### src/rtl/dem_pkg.sv
// Shared constants, FSM state type and code clamp for the 6-element DEM selector.
package dem_pkg;

  localparam int N_ELEM        = 6;
  localparam int CODE_W        = 3;
  localparam int ACC_W_DEFAULT = 6;

  typedef enum logic [1:0] {
    IDLE = 2'd0,
    SEL  = 2'd1,
    UPD  = 2'd2,
    OUT  = 2'd3
  } state_t;

  // Codes above the element count enable every element.
  function automatic logic [CODE_W-1:0] clamp_code(input logic [CODE_W-1:0] code);
    return (code > 3'd6) ? 3'd6 : code;
  endfunction

endpackage

### src/rtl/dem_vq_select_min6_idx.sv
// Masked argmin over six usage counters with a rotating tie-break start.
// Ties go to the first unmasked element met when walking from start upward mod 6.
module min6_idx
  import dem_pkg::*;
#(
  parameter int ACC_W = ACC_W_DEFAULT
) (
  input  logic [N_ELEM-1:0][ACC_W-1:0] vals,
  input  logic [N_ELEM-1:0]            mask,
  input  logic [2:0]                   start,
  output logic [N_ELEM-1:0]            win,
  output logic                         valid
);

  int               idx_s;
  int               st_s;
  logic [ACC_W-1:0] best_s;

  // Walk elements in priority order; strict less-than keeps the earliest on ties.
  always_comb begin
    win    = '0;
    valid  = 1'b0;
    best_s = '0;
    idx_s  = 0;
    if (start > 3'd5) begin
      st_s = 0;
    end else begin
      st_s = int'(start);
    end
    for (int j = 0; j < N_ELEM; j++) begin
      idx_s = st_s + j;
      if (idx_s >= N_ELEM) begin
        idx_s = idx_s - N_ELEM;
      end else begin
        idx_s = idx_s;
      end
      if (!mask[idx_s] && (!valid || (vals[idx_s] < best_s))) begin
        win        = '0;
        win[idx_s] = 1'b1;
        best_s     = vals[idx_s];
        valid      = 1'b1;
      end else begin
        win = win;
      end
    end
  end

endmodule

### src/rtl/dem_vq_select.sv
// Minimum-usage element selector for the 6-element unit DAC.
// Optional feature: define DEM_VQ_DITHER_EN for a rotating tie-break pointer.
module dem_vq_select #(
  parameter int ACC_W = dem_pkg::ACC_W_DEFAULT
) (
  input  logic       clk,
  input  logic       rst_n,
  input  logic       in_valid,
  output logic       in_ready,
  input  logic [2:0] in_code,
  output logic       out_valid,
  input  logic       out_ready,
  output logic [5:0] out_sel,
  output logic       busy
);
  import dem_pkg::*;

  localparam logic [ACC_W-1:0] ACC_MAX = {ACC_W{1'b1}};

  state_t                       state_r, state_nxt;
  logic [N_ELEM-1:0][ACC_W-1:0] acc_r, acc_nxt, acc_p_s;
  logic [ACC_W-1:0]             min_s;
  logic [N_ELEM-1:0]            sel_r, sel_nxt, win_s, out_sel_r, out_sel_nxt;
  logic                         win_valid_s;
  logic [CODE_W-1:0]            cnt_r, cnt_nxt, k_s;
  logic [2:0]                   start_s;
  logic                         in_ready_r, out_valid_r, busy_r;

  assign k_s = clamp_code(in_code);

`ifdef DEM_VQ_DITHER_EN
  logic [2:0] ptr_r;

  // Tie-break pointer advances once per conversion, wrapping 5 to 0.
  always_ff @(posedge clk or negedge rst_n) begin
    if (!rst_n) begin
      ptr_r <= 3'd0;
    end else if (state_r == UPD) begin
      ptr_r <= (ptr_r >= 3'd5) ? 3'd0 : ptr_r + 3'd1;
    end else begin
      ptr_r <= ptr_r;
    end
  end

  assign start_s = ptr_r;
`else
  assign start_s = 3'd0;
`endif

  min6_idx #(.ACC_W(ACC_W)) u_min (
    .vals  (acc_r),
    .mask  (sel_r),
    .start (start_s),
    .win   (win_s),
    .valid (win_valid_s)
  );

  // Saturating usage add followed by the minimum used for re-normalisation.
  always_comb begin
    acc_p_s = acc_r;
    min_s   = ACC_MAX;
    for (int i = 0; i < N_ELEM; i++) begin
      if (acc_r[i] == ACC_MAX) begin
        acc_p_s[i] = acc_r[i];
      end else begin
        acc_p_s[i] = acc_r[i] + {{(ACC_W-1){1'b0}}, sel_r[i]};
      end
    end
    for (int i = 0; i < N_ELEM; i++) begin
      if (acc_p_s[i] < min_s) begin
        min_s = acc_p_s[i];
      end else begin
        min_s = min_s;
      end
    end
  end

  // Next-state and datapath decode for the accept/pick/update/present sequence.
  always_comb begin
    state_nxt   = state_r;
    sel_nxt     = sel_r;
    cnt_nxt     = cnt_r;
    acc_nxt     = acc_r;
    out_sel_nxt = out_sel_r;
    case (state_r)
      IDLE: begin
        if (in_valid) begin
          cnt_nxt   = k_s;
          sel_nxt   = '0;
          state_nxt = (k_s != 3'd0) ? SEL : UPD;
        end else begin
          state_nxt = IDLE;
        end
      end
      SEL: begin
        if (win_valid_s && (cnt_r != 3'd0)) begin
          sel_nxt   = sel_r | win_s;
          cnt_nxt   = cnt_r - 3'd1;
          state_nxt = (cnt_r == 3'd1) ? UPD : SEL;
        end else begin
          state_nxt = UPD;
        end
      end
      UPD: begin
        for (int i = 0; i < N_ELEM; i++) begin
          acc_nxt[i] = acc_p_s[i] - min_s;
        end
        out_sel_nxt = sel_r;
        state_nxt   = OUT;
      end
      OUT: begin
        if (out_ready) begin
          state_nxt = IDLE;
        end else begin
          state_nxt = OUT;
        end
      end
      default: begin
        state_nxt = IDLE;
      end
    endcase
  end

  // State, counters and registered handshake flags derived from the next state.
  always_ff @(posedge clk or negedge rst_n) begin
    if (!rst_n) begin
      state_r     <= IDLE;
      acc_r       <= '0;
      sel_r       <= '0;
      cnt_r       <= 3'd0;
      out_sel_r   <= '0;
      in_ready_r  <= 1'b1;
      out_valid_r <= 1'b0;
      busy_r      <= 1'b0;
    end else begin
      state_r     <= state_nxt;
      acc_r       <= acc_nxt;
      sel_r       <= sel_nxt;
      cnt_r       <= cnt_nxt;
      out_sel_r   <= out_sel_nxt;
      in_ready_r  <= (state_nxt == IDLE);
      out_valid_r <= (state_nxt == OUT);
      busy_r      <= (state_nxt != IDLE);
    end
  end

  assign in_ready  = in_ready_r;
  assign out_valid = out_valid_r;
  assign busy      = busy_r;
  assign out_sel   = out_sel_r;

endmodule
### config.mk
export PLATFORM = sky130hd
export DESIGN_NAME = dem_vq_select
export DESIGN_NICKNAME = d
export VERILOG_FILES = /design/src/rtl/dem_pkg.sv /design/src/rtl/dem_vq_select_min6_idx.sv /design/src/rtl/dem_vq_select.sv
export SDC_FILE = /design/constraint.sdc
export NUM_CORES = 1
export LEC_CHECK = 0
export CAP_MARGIN = 20
export CORE_MARGIN = 1
export CORE_UTILIZATION = 45
export CTS_CLUSTER_DIAMETER = 200
export DETAILED_ROUTE_END_ITERATION = 10
export GPL_TIMING_DRIVEN = 0
export SETUP_SLACK_MARGIN = 0.1
export SLEW_MARGIN = 10
export SYNTH_ARGS = -nofsm -noshare
export SYNTH_HDL_FRONTEND = slang
export SYNTH_SLANG_ARGS = --single-unit
### constraint.sdc
create_clock -name clk -period 12 [get_ports clk]
set_input_delay 3 -clock clk [delete_from_list [all_inputs] [get_ports clk]]
set_output_delay 3 -clock clk [all_outputs]
set_load 0.03 [all_outputs]
==> flow_metrics.env, run 1 <==
export IMPL_grt_usage=0.276
export IMPL_reg2reg_depth=54
export IMPL_num_vias=7644
export IMPL_syn_inst=989
export IMPL_wl_um=24200
export IMPL_wl_met2_um=11100
export IMPL_critical_path_most_common_cell="ha_1"
export IMPL_reg2reg_from="acc_r[6]$_DFFE_PN0N_"
export IMPL_slowest_delay_ns=0.41
export IMPL_finClkSkew_ns=0.00561
export IMPL_cp_num_buf_inv=7
export IMPL_path_class="reg2reg"
export IMPL_ios=16
export IMPL_postLayoutSetupSlackWorst_ns=0.596
export IMPL_status="finished, final reports clean"
export IMPL_dr_pass1_iters=5
export IMPL_grt_pass1_vias=7007
export IMPL_fillers=1604
export IMPL_syn_area_mm2=0.00754
export IMPL_pre_cts_ws_ns=-2.56
export IMPL_cts_root_buf="clkbuf_16"
export IMPL_hold_path_class="reg2reg"
export IMPL_core_area_mm2=0.0161
export IMPL_tns_ns=0
export IMPL_min_period_over_period=0.950
export IMPL_grt_ovfl_total=0
export IMPL_multiInputGateArea_mm2=0.00604
export IMPL_register_area_mm2=0.00141
export IMPL_whs_endpoint="out_sel[3]$_DFFE_PN0N_"
export IMPL_critPathLaunchType="register"
export IMPL_drive_gt1_frac=0.132
export IMPL_topRoutingLayerUsed="met4"
export IMPL_final_nets=1110
export IMPL_cts_reportedPaths_clkPinSlew_ns=0.08
export IMPL_synth_edff_count=0
export IMPL_period_minus_slack_ns=11.40
export IMPL_cts_tree="built"
export IMPL_io_buffers=15
export IMPL_cts_sinks=56
export IMPL_synthFlopType="dfrtp_1"
export IMPL_initial_core_util=0.468
export IMPL_synth_top_area_share=0.183
export IMPL_dp_hpwl_um=18700
export IMPL_worstPathRequired_ns=12.16
export IMPL_worst_hold_slack_ns=0.482
export IMPL_drcViolationCount=0
export IMPL_maxCapViolCount=0
export IMPL_holdPathStages=2
export IMPL_synth_area_leaders="dfrtp_1, ha_1, nand2_1, xnor2_1, o21ai_0"
export IMPL_hp_start="out_sel[3]$_DFFE_PN0N_"
export IMPL_yosysTopAreaCell="dfrtp_1"
export IMPL_worst_pin_slew_ns=1.16
export IMPL_hold_viol=0
export IMPL_max_freq_mhz=87.7
export IMPL_clockBufferDepth=2
export IMPL_synth_net_count=1068
export IMPL_postRouteAntennaNets=0
export IMPL_ys_types=94
export IMPL_drv_slew=0
export IMPL_rsz0062_at_grt="false"
export IMPL_antenna_found_initial=0
export IMPL_clock_latency_ns=0.30
export IMPL_rows=46
export IMPL_die_h_um=131
export IMPL_fp_dieW_um=131
export IMPL_cts_buffers=5
export IMPL_slew_headroom=0.224
export IMPL_syn_area_per_cell_um2=7.62
export IMPL_async_flop_share=1.00
export IMPL_antennaDiodeCount=0
export IMPL_ys_seq_area_frac=0.186
export IMPL_rr_endpoint="acc_r[10]$_DFFE_PN0N_"
export IMPL_crit_family="compound AO/OA/AOI/OAI gates"
export IMPL_setup_viol=0
export IMPL_routabilityCongestion=0.938
export IMPL_wl_met1_um=11100
export IMPL_slowest_stage="dfrtp_2"
export IMPL_ys_ff_latch=56
export IMPL_die_area_mm2=0.0173
export IMPL_first_iter_violations=649
export IMPL_crit_path_end_kind="register"
export IMPL_htreeDepth=2
export IMPL_crit_arrival_ns=11.57
export IMPL_grt_pass1_wl_um=37900
export IMPL_cp_max_fo=10
export IMPL_areaGrowthSynthToFinish_pct=13.6
export IMPL_vias_per_cell=6.13
export IMPL_fin_util=0.531
export IMPL_ys_warnings_count=0
export IMPL_wl_met3_um=1260
export IMPL_r2r_setup_slack_ns=0.60
export IMPL_wl_per_cell_um=19.4
export IMPL_grt_max_degree=57
[cells by family (layout without fill, tap and decap cells)]
family / Yosys count / after routing / synth area share
DFF: 56 / 56 / 0.186
and+or+nand+nor: 388 / 388 / 0.249
AOI/OAI and AO/OA: 294 / 294 / 0.290
xor gates and xnor gates: 53 / 53 / 0.0616
muxes: 28 / 28 / 0.0387
buffers and inverters: 95 / 138 / 0.0511
adders and majority gates: 75 / 75 / 0.124
[area by class of cell]
| type | count | share of cell area |
|---|---|---|
| multi-input cells | 838 | 0.705 |
| flip-flops and latches | 56 | 0.164 |
| clock buffers | 7 | 0.0155 |
| well taps | 216 | 0.0316 |
| repair buffers | 35 | 0.0362 |
| inverters | 61 | 0.0267 |
| plain buffers | 34 | 0.0202 |
| clock inverters | 1 | 0.000585 |
[synth_stat cells, types with 9 or more instances]
cell type and number:
a31oi_1 21, o211ai_1 9, a211oi_1 11, or2_2 9, a21o_1 14, nor2_1 68
nor3_1 26, o22ai_1 9, a21oi_1 36, dfrtp_1 55, and3_1 10, o21ai_0 56
nand2b_1 11, mux2i_1 19, inv_1 61, clkbuf_1 23, nand2_1 151, xnor2_1 40
o21ai_1 12, mux2_2 9, o31ai_1 9, xor2_1 13, nand3_1 41, and2_1 18
o21bai_1 10, nand4_1 9, ha_1 72
[worst max path at each step]
stage	from	end	depth (start not counted)
after floorplan	sel_r[1]$_DFFE_PN0P_	acc_r[23]$_DFFE_PN0N_	54
after global placement	sel_r[1]$_DFFE_PN0P_	acc_r[23]$_DFFE_PN0N_	55
after detailed placement	sel_r[1]$_DFFE_PN0P_	acc_r[23]$_DFFE_PN0N_	55
after CTS	acc_r[6]$_DFFE_PN0N_	acc_r[5]$_DFFE_PN0N_	57
after global routing	sel_r[1]$_DFFE_PN0P_	acc_r[4]$_DFFE_PN0N_	57
final	acc_r[6]$_DFFE_PN0N_	acc_r[10]$_DFFE_PN0N_	54
[layout by cell type, fill, tap and decap left out, types with 8 or more instances in the layout]
cell	n
clkbuf_1	25
mux2i_1	18
xor2_1	13
clkdlybuf4s50_1	14
dfrtp_1	53
a211oi_1	11
mux2_2	9
o21a_1	8
and2_1	17
nand2_1	149
nand2b_1	10
o22ai_1	9
inv_1	59
a21oi_1	33
a31oi_1	19
or2_2	9
nand3_1	40
and3_1	10
nor3_1	22
buf_4	20
xnor2_1	38
o211ai_1	9
ha_1	65
nor2_1	67
o21ai_0	52
o21ai_1	13
o21bai_1	9
nand4_1	9
a21o_1	14
[state kept, by name (all words and copies together), names as in the netlist]
name       cells
sel_r          6
cnt_r          3
state_r        2
out_valid      1
out_sel        6
acc_r         36
in_ready       1
busy           1
[metrics by stage]
stage,std cells,area [um2]
3_5_place_dp,1220,7960
4_1_cts,1239,8300
2_1_floorplan,989,7540
6_report,1248,8560
3_3_place_gp,1220,7960
5_1_grt,1248,8560
[worst reg2reg max path: cells and delay by family (launching register included)]
kind | cells | cell delay [ns]
adders and majority gates | 7 | 1.90
AOI/OAI and AO/OA | 20 | 4.10
buffers and inverters | 7 | 1.08
and+or+nand+nor | 15 | 2.61
DFF | 1 | 0.41
muxes | 2 | 0.67
xor gates and xnor gates | 3 | 0.51
[what timing repair did]
| item | CTS | global route |
|---|---|---|
| resized for setup | 31 | 35 |
| endpoints found under the hold margin | 0 | 0 |
| setup buffers | 11 | 9 |
| hold buffers | 0 | 0 |
| pin swaps | 9 | 11 |
| endpoints found under the setup margin | 36 | 30 |
[metal layers]
layer / global-route usage / vias to the layer above
met3: 0.0320 / 44
met4: 0.0665 / 0
li1: - / 3747
met5: 0 / -
met1: 0.379 / 3611
met2: 0.457 / 242
Power of run 1 is left out: the tool's default activity adds up to more than one toggle a clock period on the data nets, which glitch-free logic cannot reach.
==> run 2, diff against run 1 <==
--- a/config.mk
+++ b/config.mk
@@ -6,11 +6,13 @@
 export NUM_CORES = 1
 export LEC_CHECK = 0
 export CAP_MARGIN = 20
+export CORE_ASPECT_RATIO = 1.4
 export CORE_MARGIN = 1
 export CORE_UTILIZATION = 45
 export CTS_CLUSTER_DIAMETER = 200
 export DETAILED_ROUTE_END_ITERATION = 10
 export GPL_TIMING_DRIVEN = 0
+export HOLD_SLACK_MARGIN = 0.1
 export SETUP_SLACK_MARGIN = 0.1
 export SLEW_MARGIN = 10
 export SYNTH_ARGS = -nofsm -noshare
==> constraint.sdc (replaced) <==
create_clock -name clk -period 13.5 [get_ports clk]
set_input_delay 3.375 -clock clk [delete_from_list [all_inputs] [get_ports clk]]
set_output_delay 3.375 -clock clk [all_outputs]
set_load 0.03 [all_outputs]
==> run 2 against run 1 <==
Compared with the run above:
- sequential cell count unchanged
- design area fell by 4.2%
- sequential share of layout area up 0.71 points
- via count is 1.1% lower
- largest cell class unchanged
- routed wire length grew 0.33%
- non-clock buffer count down 14
- highest routed layer unchanged
==> flow_metrics.env, run 2 (synthesis results as in run 1) <==
export IMPL_drive_gt1_frac=0.0914
export IMPL_cts_reportedPaths_clkPinSlew_ns=0.08
export IMPL_period_minus_slack_ns=12.77
export IMPL_mostFrequentLayoutCell="nand2_1"
export IMPL_max_freq_mhz=78.3
export IMPL_cts_sinks=56
export IMPL_hold_path_class="reg2reg"
export IMPL_die_h_um=155
export IMPL_place_inst=1203
export IMPL_core_area_mm2=0.0162
export IMPL_min_period_over_period=0.946
export IMPL_routabilityCongestion=0.912
export IMPL_worst_pin_slew_ns=1.12
export IMPL_rsz0062_at_grt="false"
export IMPL_areaGrowthSynthToFinish_pct=8.78
export IMPL_clock_latency_ns=0.30
export IMPL_critical_path_most_common_cell="ha_1"
export IMPL_path_class="reg2reg"
export IMPL_regMostFlops="acc_r"
export IMPL_fin_util=0.505
export IMPL_rows=55
export IMPL_num_vias=7561
export IMPL_grt_max_degree=57
export IMPL_cts_root_buf="clkbuf_16"
export IMPL_cts_tree="built"
export IMPL_worstPathRequired_ns=13.67
export IMPL_slowest_stage="a221o_1"
export IMPL_htreeDepth=2
export IMPL_clockBufferDepth=2
export IMPL_wl_um=24200
export IMPL_tns_ns=0
export IMPL_finClkSkew_ns=0.00729
export IMPL_dr_pass1_iters=5
export IMPL_antennaDiodeCount=0
export IMPL_grt_ovfl_total=0
export IMPL_slowest_delay_ns=0.45
export IMPL_layout_common_cells="nand2_1, ha_1, nor2_1, inv_1"
export IMPL_io_buffers=15
export IMPL_grt_pass1_wl_um=38200
export IMPL_fp_dieW_um=111
export IMPL_postRouteAntennaNets=0
export IMPL_first_iter_violations=439
export IMPL_vias_per_cell=6.22
export IMPL_largest_reg_flops=36
export IMPL_ios=16
export IMPL_antenna_found_initial=0
export IMPL_setup_viol=0
export IMPL_crit_path_end_kind="register"
export IMPL_slew_headroom=0.256
export IMPL_dp_hpwl_um=19200
export IMPL_cts_buffers=5
export IMPL_final_nets=1096
export IMPL_drv_slew=0
export IMPL_initial_core_util=0.464
export IMPL_fillers=1643
export IMPL_status="finished, final reports clean"
export IMPL_grt_pass1_vias=7196
export IMPL_final_instance_count_excl_fill=1216
export IMPL_maxCapViolCount=0
export IMPL_grt_usage=0.282
export IMPL_crit_arrival_ns=12.95
export IMPL_critPathLaunchType="register"
export IMPL_hold_viol=0
export IMPL_wl_per_cell_um=19.9
export IMPL_cp_max_fo=10
export IMPL_drcViolationCount=0
export IMPL_die_area_mm2=0.0173
## run 2: cell types whose count changed in the layout (fill, tap and decap cells not counted), moves of 3 or more
| cell | delta |
|---|---|
| a21oi_1 | +3 |
| ha_4 | -5 |
| buf_4 | -13 |
| ha_1 | +7 |
| a21oi_2 | -3 |
## run 2: cell type report
type                    count  area (um2)  share of cell area
multi-input cells         838        5830               0.711
flip-flops and latches     56        1400               0.171
well taps                 199         249              0.0304
inverters                  61         229              0.0279
repair buffers             21         193              0.0235
plain buffers              34         159              0.0194
clock buffers               6         129              0.0157
clock inverters             1        8.76             0.00107
## run 2: stage by stage
| step | cell area, um2 | hold WS, ns | setup slack (ns) |
|---|---|---|---|
| 2_1_floorplan | 7540 | 0.493 | 1.98 |
| 3_3_place_gp | 7940 | 0.460 | -1.08 |
| 3_5_place_dp | 7940 | 0.462 | -1.09 |
| 4_1_cts | 8110 | 0.479 | 0.153 |
| 5_1_grt | 8200 | 0.490 | 0.0741 |
| 6_report | 8200 | 0.473 | 0.726 |
## run 2: repair_timing
| action | 4_1_cts | 5_1_grt |
|---|---|---|
| hold buffers | 0 | 0 |
| pin swaps | 1 | 3 |
| buffers inserted | 1 | 5 |
| resized for setup | 6 | 16 |
| endpoints found under the setup margin | 36 | 30 |
## run 2: worst max-delay path, delay by kind of cell, from the launching register on
| kind | cells | cell delay [ns] |
|---|---|---|
| compound gates | 22 | 5.08 |
| simple gates | 18 | 3.04 |
| flops | 1 | 0.44 |
| buf+inv | 5 | 0.89 |
| fa+ha+maj | 7 | 2.12 |
| xor+xnor | 1 | 0.17 |
| mux | 3 | 0.87 |
## run 2: final timing paths
check | end | cells after the start | slack [ns] | startpoint
max reg2reg | acc_r[11]$_DFFE_PN0N_ | 56 | 0.73 | acc_r[6]$_DFFE_PN0N_
min reg2reg | out_sel[1]$_DFFE_PN0N_ | 2 | 0.47 | out_sel[1]$_DFFE_PN0N_
min | out_sel[1]$_DFFE_PN0N_ | 2 | 0.47 | out_sel[1]$_DFFE_PN0N_
min in group asynchronous | acc_r[5]$_DFFE_PN0N_ | 1 | 3.14 | rst_n
max | acc_r[11]$_DFFE_PN0N_ | 56 | 0.73 | acc_r[6]$_DFFE_PN0N_
max in group asynchronous | sel_r[1]$_DFFE_PN0P_ | 1 | 9.78 | rst_n
## run 2: per-layer routing
metal | up-vias | global-route usage | share of wire
met5 | - | 0 | 0
met2 | 203 | 0.512 | 0.50
li1 | 3708 | - | -
met1 | 3576 | 0.326 | 0.41
met3 | 74 | 0.0288 | 0.036
met4 | 0 | 0.149 | 0.055
Power of run 2 is left out for the same reason.
